[src/rtl/gpr_file_sb_if.sv]
// Register-file bus: writeback, two read ports, destination reservation and busy flags.
interface gpr_file_sb_if #(
  parameter int unsigned DATA_W = 32,
  parameter int unsigned ADDR_W = 5
);
  logic              we;
  logic [ADDR_W-1:0] waddr;
  logic [DATA_W-1:0] wdata;
  logic [ADDR_W-1:0] raddr_a;
  logic [DATA_W-1:0] rdata_a;
  logic [ADDR_W-1:0] raddr_b;
  logic [DATA_W-1:0] rdata_b;
  logic              rsv_en;
  logic [ADDR_W-1:0] rsv_addr;
  logic              busy_a;
  logic              busy_b;
  logic              busy_any;

  modport master (
    output we, waddr, wdata, raddr_a, raddr_b, rsv_en, rsv_addr,
    input  rdata_a, rdata_b, busy_a, busy_b, busy_any
  );

  modport slave (
    input  we, waddr, wdata, raddr_a, raddr_b, rsv_en, rsv_addr,
    output rdata_a, rdata_b, busy_a, busy_b, busy_any
  );
endinterface

[src/rtl/gpr_file_sb.sv]
// Parametrised GPR file with write-to-read bypass, optional registered read
// and a per-register busy scoreboard for pending writebacks.
module gpr_file_sb #(
  parameter int unsigned DATA_W   = 32,
  parameter int unsigned ADDR_W   = 5,
  parameter bit          ZERO_REG = 1'b1,
  parameter bit          READ_REG = 1'b0
) (
  input  logic           clk,
  input  logic           rst_n,
  gpr_file_sb_if.slave   bus
);

  localparam int unsigned DEPTH = 1 << ADDR_W;

  logic [DATA_W-1:0] regs_q [DEPTH];
  logic [DEPTH-1:0]  busy_q;
  logic [DEPTH-1:0]  busy_d;
  logic [DATA_W-1:0] rd_a_c;
  logic [DATA_W-1:0] rd_b_c;
  logic              wr_ok_c;

  assign wr_ok_c = bus.we && !(ZERO_REG && (bus.waddr == '0));

  // Register array; a write pending in a reset cycle is lost.
  always_ff @(posedge clk or negedge rst_n) begin
    if (!rst_n) begin
      regs_q <= '{default: '0};
    end else if (wr_ok_c) begin
      regs_q[bus.waddr] <= bus.wdata;
    end
  end

  // Read port A with bypass; hardwired zero takes priority.
  always_comb begin
    rd_a_c = regs_q[bus.raddr_a];
    if (bus.we && (bus.waddr == bus.raddr_a)) begin
      rd_a_c = bus.wdata;
    end
    if (ZERO_REG && (bus.raddr_a == '0)) begin
      rd_a_c = '0;
    end
  end

  always_comb begin
    rd_b_c = regs_q[bus.raddr_b];
    if (bus.we && (bus.waddr == bus.raddr_b)) begin
      rd_b_c = bus.wdata;
    end
    if (ZERO_REG && (bus.raddr_b == '0)) begin
      rd_b_c = '0;
    end
  end

  if (READ_REG) begin : g_rd_reg
    logic [DATA_W-1:0] rdata_a_q;
    logic [DATA_W-1:0] rdata_b_q;

    always_ff @(posedge clk or negedge rst_n) begin
      if (!rst_n) begin
        rdata_a_q <= '0;
        rdata_b_q <= '0;
      end else begin
        rdata_a_q <= rd_a_c;
        rdata_b_q <= rd_b_c;
      end
    end

    assign bus.rdata_a = rdata_a_q;
    assign bus.rdata_b = rdata_b_q;
  end else begin : g_rd_comb
    assign bus.rdata_a = rd_a_c;
    assign bus.rdata_b = rd_b_c;
  end

  // Reservation is applied after the writeback clear so a new pending write wins.
  always_comb begin
    busy_d = busy_q;
    if (bus.we) begin
      busy_d[bus.waddr] = 1'b0;
    end
    if (bus.rsv_en) begin
      busy_d[bus.rsv_addr] = 1'b1;
    end
    if (ZERO_REG) begin
      busy_d[0] = 1'b0;
    end
  end

  always_ff @(posedge clk or negedge rst_n) begin
    if (!rst_n) begin
      busy_q <= '0;
    end else begin
      busy_q <= busy_d;
    end
  end

  assign bus.busy_a   = busy_q[bus.raddr_a] & ~(bus.we & (bus.waddr == bus.raddr_a));
  assign bus.busy_b   = busy_q[bus.raddr_b] & ~(bus.we & (bus.waddr == bus.raddr_b));
  assign bus.busy_any = |busy_q;

endmodule
[src/flat_wrapper.sv]
// flat-port wrapper written by rule: the top's interface ports become plain ports
module gpr_file_sb_flat 
#(
  parameter int unsigned DATA_W   = 32,
  parameter int unsigned ADDR_W   = 5,
  parameter bit          ZERO_REG = 1'b1,
  parameter bit          READ_REG = 1'b0
)
  (clk, rst_n, bus_we, bus_waddr, bus_wdata, bus_raddr_a, bus_raddr_b, bus_rsv_en, bus_rsv_addr, bus_rdata_a, bus_rdata_b, bus_busy_a, bus_busy_b, bus_busy_any);
  gpr_file_sb_if #(.DATA_W(DATA_W), .ADDR_W(ADDR_W)) bus_i ();
  input  logic clk;
  input  logic rst_n;
  input wire logic [$bits(bus_i.we)-1:0] bus_we;
  input wire logic [$bits(bus_i.waddr)-1:0] bus_waddr;
  input wire logic [$bits(bus_i.wdata)-1:0] bus_wdata;
  input wire logic [$bits(bus_i.raddr_a)-1:0] bus_raddr_a;
  input wire logic [$bits(bus_i.raddr_b)-1:0] bus_raddr_b;
  input wire logic [$bits(bus_i.rsv_en)-1:0] bus_rsv_en;
  input wire logic [$bits(bus_i.rsv_addr)-1:0] bus_rsv_addr;
  output wire logic [$bits(bus_i.rdata_a)-1:0] bus_rdata_a;
  output wire logic [$bits(bus_i.rdata_b)-1:0] bus_rdata_b;
  output wire logic [$bits(bus_i.busy_a)-1:0] bus_busy_a;
  output wire logic [$bits(bus_i.busy_b)-1:0] bus_busy_b;
  output wire logic [$bits(bus_i.busy_any)-1:0] bus_busy_any;
  assign bus_i.we = bus_we;
  assign bus_i.waddr = bus_waddr;
  assign bus_i.wdata = bus_wdata;
  assign bus_i.raddr_a = bus_raddr_a;
  assign bus_i.raddr_b = bus_raddr_b;
  assign bus_i.rsv_en = bus_rsv_en;
  assign bus_i.rsv_addr = bus_rsv_addr;
  assign bus_rdata_a = bus_i.rdata_a;
  assign bus_rdata_b = bus_i.rdata_b;
  assign bus_busy_a = bus_i.busy_a;
  assign bus_busy_b = bus_i.busy_b;
  assign bus_busy_any = bus_i.busy_any;
  gpr_file_sb #(.DATA_W(DATA_W), .ADDR_W(ADDR_W), .ZERO_REG(ZERO_REG), .READ_REG(READ_REG)) u_core (.clk(clk), .rst_n(rst_n), .bus(bus_i));
endmodule
[config.mk]
export PLATFORM = sky130hd
export DESIGN_NAME = gpr_file_sb_flat
export DESIGN_NICKNAME = d
export VERILOG_FILES = /design/src/rtl/gpr_file_sb_if.sv /design/src/rtl/gpr_file_sb.sv /design/src/flat_wrapper.sv
export SDC_FILE = /design/constraint.sdc
export NUM_CORES = 2
export LEC_CHECK = 0
export BUFFER_PORTS_ARGS = -buffer_cell sky130_fd_sc_hd__buf_2
export CAP_MARGIN = 25
export CORE_MARGIN = 2
export CORE_UTILIZATION = 45
export CTS_CLUSTER_SIZE = 16
export DETAILED_ROUTE_END_ITERATION = 6
export PLACE_DENSITY = 0.64
export SYNTH_ARGS = -nofsm -noshare
export SYNTH_HDL_FRONTEND = slang
export SYNTH_SLANG_ARGS = --single-unit
[constraint.sdc]
create_clock -name clk -period 2.4 [get_ports clk]
set_clock_uncertainty 0.2 [all_clocks]
set_input_delay 0.24 -clock clk [delete_from_list [all_inputs] [get_ports clk]]
set_output_delay 0.24 -clock clk [all_outputs]
set_load 0.01 [all_outputs]
---- After elaboration in Yosys (flattened, before gate mapping) ----
Cells that the tools add are included.
operators by class
  magnitude comparators ................... 10
  equality and inequality tests ........... 2
  multiplexer cells ....................... 23
  bitwise gates (word level) .............. 12
  reductions and logical operators ........ 11
operator list
  kind                                                               count
  bitwise mux 1024 bit                                               1
  2-to-1 mux 32 bit                                                  11
  binary-select mux 32 bit (select 5 bit)                            2
  demux 32 bit (select 5 bit)                                        1
  bitwise AND 32 bit                                                 1
  NOT 32 bit                                                         1
  OR 32 bit                                                          1
  OR reduction 31 bit                                                1
  less-than comparator 5 x 6 -> 1 bit, second input constant         4
  greater-or-equal comparator 6 bit, second input constant           3
  NOT 5 -> 6 bit                                                     3
  logical NOT 5 bit                                                  3
  binary-select mux 1 bit (select 5 bit)                             2
  demux 1 bit (select 5 bit)                                         2
  == test 5 bit                                                      2
  greater-or-equal comparator 5 x 1 -> 1 bit, second input constant  2
  logical AND 1 bit                                                  6
  less-than comparator 6 x 1 -> 1 bit, second input constant         1
  bitwise AND 1 bit                                                  4
  2-to-1 mux 1 bit                                                   4
  NOT 1 bit                                                          2
  logical NOT 1 bit                                                  1
storage, ports and cells
  register bits after elaboration ......... 1,055
  bits of input ports ..................... 56
  output and inout bits ................... 67
  logic and storage cells ................. 91

---- Logic depth before layout (Yosys ltp) ----
  depth after elaboration ................. 9
  gate-level depth with buffers ........... 10
  depth with buffers taken out ............ 5

---- Least setup slack after synthesis ----
OpenSTA, ideal clock, no wires.
  path kind ............................... input to output
  start ................................... input port bus_raddr_a[0]
  end ..................................... output port bus_rdata_a[8]
  data arrival time ....................... 2,156 ps
  data required time ...................... 1,960 ps
  path slack .............................. -196 ps
  cell stages on the path ................. 9
  buffers on the path ..................... 5
  cells stage by stage .................... buf_2 -> buf_6 -> buf_6 -> buf_6 -> buf_2 -> mux4_2 -> a22oi_1 -> a21oi_1 -> a211o_1
between the ends
  cells in the longest elaborated chain, start to end .. 6
  elaborated cells on any way between the ends .. 9
RTL lines
  what                                                   line                text
  start, declared                                        flat_wrapper.sv:16  input wire logic [$bits(bus_i.raddr_a)-1:0] bus_raddr_a;
  NOT 5 -> 6 bit (implied by the code)                   gpr_file_sb.sv:36   rd_a_c = regs_q[bus.raddr_a];
  binary-select mux 32 bit (select 5 bit)                gpr_file_sb.sv:36
  2-to-1 mux 32 bit (implied by the code) (2 in series)  gpr_file_sb.sv:36
  2-to-1 mux 32 bit                                      gpr_file_sb.sv:37   if (bus.we && (bus.waddr == bus.raddr_a)) begin
  2-to-1 mux 32 bit (*)                                  gpr_file_sb.sv:40   if (ZERO_REG && (bus.raddr_a == '0)) begin
  end, declared                                          flat_wrapper.sv:20  output wire logic [$bits(bus_i.rdata_a)-1:0] bus_rdata_a;
Every way passes the cells marked *; elsewhere a longest branch is shown, timed or not. The select of a mux whose other input is x is not followed.

---- Final worst setup path ----
  start ................................... register u_core.regs_q[275] (netlist bit)
  end ..................................... output port bus_rdata_a[19]
between the ends
  cells in the longest elaborated chain, start to end .. 5
RTL lines
  what                                                   line               text
  start, declared                                        gpr_file_sb.sv:16  logic [DATA_W-1:0] regs_q [DEPTH];
  start signal, assigned by index                        gpr_file_sb.sv:30  regs_q[bus.waddr] <= bus.wdata;
  binary-select mux 32 bit (select 5 bit)                gpr_file_sb.sv:36
  2-to-1 mux 32 bit (implied by the code) (2 in series)  gpr_file_sb.sv:36
  2-to-1 mux 32 bit                                      gpr_file_sb.sv:37
  2-to-1 mux 32 bit                                      gpr_file_sb.sv:40
Every way passes these cells. The select of a mux whose other input is x is not followed.

==> reports/metrics.yaml <==
final_design_area_no_fill_mm2: 0.0693
wire_per_inst_um: 31.2
ctsLongestPathBuffers: 3
dieHeight_um: 359
reg_to_reg_startpoint: "u_core.busy_q[12]"
postLayoutSetupSlackWorst_ps: -752
fp.dieW_um: 359
timing.critical_path.from: "u_core.regs_q[275]"
netlist-cell-type-count: 51
cts.clk_slew.worst_paths_ps: 60
report.final.hold_viol_count: 0
setup_viol: 67
worstHoldPathType: "in2reg"
finalPower_w: 0.0543
ys_top_cells_by_area: "dfrtp_1, mux4_2, mux2_1, mux2_2, mux2i_1"
synth_fp_nets: 3889
synthesis.area_mm2: 0.0566
synth-seq-area-share_pct: 46.7
design.die.area_mm2: 0.129
worst_ep_arrival_time_ps: 2710
worst_pin_slew_ps: 868
cts_made_buffers: 114
power_per_cell_area_mw_per_mm2: 784
synthesis.instances: 3833
synth_enable_flop_cells: 0
crit_path_max_fanout: 3
finalCriticalPeriod_ps: 3150
synth_flop_cell: "dfrtp_1"
diodes: 0
cp_data_required_time_ps: 1960
holdCritStartpoint: "bus_we"
p_leak_nw: 30.7
tritoncts_num_sinks: 1055
final-max-slew-violation-count: 0
gpl_wtd_cong: 0.864
cts_tree: "built"
setup.worst_path.end_class: "output port"
io-pin-count: 123
postSynthRegisterBits: 1055
placement.cell_area_mm2: 0.0636
rows: 130
syn_avg_cell_area_um2: 14.8
yosys_warnings: 0
grt_overflow_total: 0
antenna_left: 0
synthDominantCellAreaShare_pct: 46.7
routed_wl_mm: 187
synth_async_sr_flop_share_pct: 100
mostFrequentLayoutCell: "dfrtp_1"
hpwlAfterDp_mm: 121
max_cap_viol_count: 0
vdd.ir_drop.worst_v: 0.000750
max_freq_ghz: 0.317
starting_density_pct: 45.2
dr.pass1.iters: 5
post_route_cells_drive_above_1_share_pct: 44.9
design.final.nets: 4316
dp_worst_setup_slack_ps: -510
post-route-drc-count: 0
h-tree-depth: 3
final.period_utilization_pct: 131
rsz0062_at_grt: "yes"
yosysTopAreaCell: "dfrtp_1"
via_count_of_the_first_global_routing_pass: 39800
global_route.usage.total_pct: 29.4
dr.first_iter.drc_count: 3511
global_route_wire_length_before_repair_mm: 277
criticalPathCategory: "reg2out"
max-slew-margin-rel_pct: 41.9
core-area_mm2: 0.125
drt-vias-per-instance: 6.48
cts.root.buffer_cell: "clkbuf_16"
violations: "setup timing"
buffer_ports.inserted: 122
grt_start_max_net_pins: 82
final_cell_mix: "dfrtp_1, mux2_1, mux4_2"
run_status: "complete, but fails checks"
initial_antenna_violation_count: 3
clk-insertion-delay-late_ps: 740
setup.worst_path.start_class: "flip-flop"
area.growth.synth_to_final_pct: 22.4
via_count: 38900
## path summary, 6_finish.rpt
| path | cells after the start | slack [ps] | endpoint |
|---|---|---|---|
| setup / recovery | 5 | -750 | bus_rdata_a[19] |
| hold / removal | 6 | 70 | u_core.busy_q[27] |
| setup reg to reg | 3 | 930 | u_core.busy_q[12] |
| hold reg to reg | 0 | 190 | u_core.regs_q[1014] |
| max in group asynchronous | 3 | 530 | u_core.regs_q[641] |
| min in group asynchronous | 3 | 200 | u_core.regs_q[902] |
## sequential cells by signal, summed over array words and instances, names as in the netlist
register,cells
u_core.busy_q,31
u_core.regs_q,1024
## where the power goes
part / leakage (nW) / internal [W] / switching (W) / total, W
registers: 13.5 / 0.0212 / 0.00260 / 0.0238
clock network: 1.92 / 0.0108 / 0.00763 / 0.0184
logic: 15.3 / 0.00730 / 0.00481 / 0.0121
total: 30.7 / 0.0393 / 0.0150 / 0.0543
## area by class of cell
type / count / area, µm²
flip-flops and latches: 1055 / 26400
multi-input cells: 2342 / 29200
repair buffers: 743 / 7620
inverters: 4 / 15.0
well taps: 1650 / 2060
clock inverters: 42 / 564
fillers: 10100 / 56000
clock buffers: 166 / 3360
## metrics by stage
| stage | util [%] | cells | hold WS (ps) | setup TNS [ps] |
|---|---|---|---|---|
| floorplan | - | 3833 | -256 | -1350 |
| global placement | 50.7 | 5686 | 35.3 | -24040 |
| detailed placement | 50.7 | 5686 | 36.7 | -23870 |
| CTS | 54.9 | 5982 | 22.3 | -41450 |
| global route | 55.3 | 6002 | 103 | -42650 |
| finish | 55.3 | 6002 | 72.0 | -38310 |
## kinds of logic after synthesis
family	after synthesis	share of synthesized area (%)
xor gates and xnor gates	10	0.155
and+or+nand+nor	275	2.58
buffers and inverters	436	3.37
DFF	1055	46.7
AOI/OAI and AO/OA	400	4.95
muxes	1657	42.3
## cell usage after synthesis (27+ instances only)
master and number:
o21ai_0 60, a221oi_1 30, mux4_2 480, clkbuf_1 263, a211o_1 36, nor3_1 27, mux2_2 429, mux2i_1 106
a21oi_1 62, nand2_1 36, a22oi_1 72, mux2_1 642, nor2_1 69, a211oi_1 28, dfrtp_1 1055, buf_1 54
o22ai_1 52, buf_2 82, nor2b_1 57
## routing by layer
| metal | track usage [%] | wire [µm] |
|---|---|---|
| met5 | 0 | 12 |
| met4 | 12.4 | 8220 |
| met3 | 5.09 | 13500 |
| met2 | 45.9 | 87900 |
| met1 | 40.9 | 77400 |
## worst max-delay path: stages (launching register included)
cell and delay (ps):
dfrtp_1 400, mux4_2 470, mux4_2 490, nor2b_4 140, a211o_4 340, buf_6 130
## what timing repair did
action,in CTS,in global routing
hold buffers,47,0
buffers inserted,51,26
hold endpoints to repair,2033,0
gates resized for setup,113,63
pin swaps,89,39
gates cloned,0,0
endpoints found under the setup margin,67,67
No activity file was read; power rests on OpenSTA's default activity.
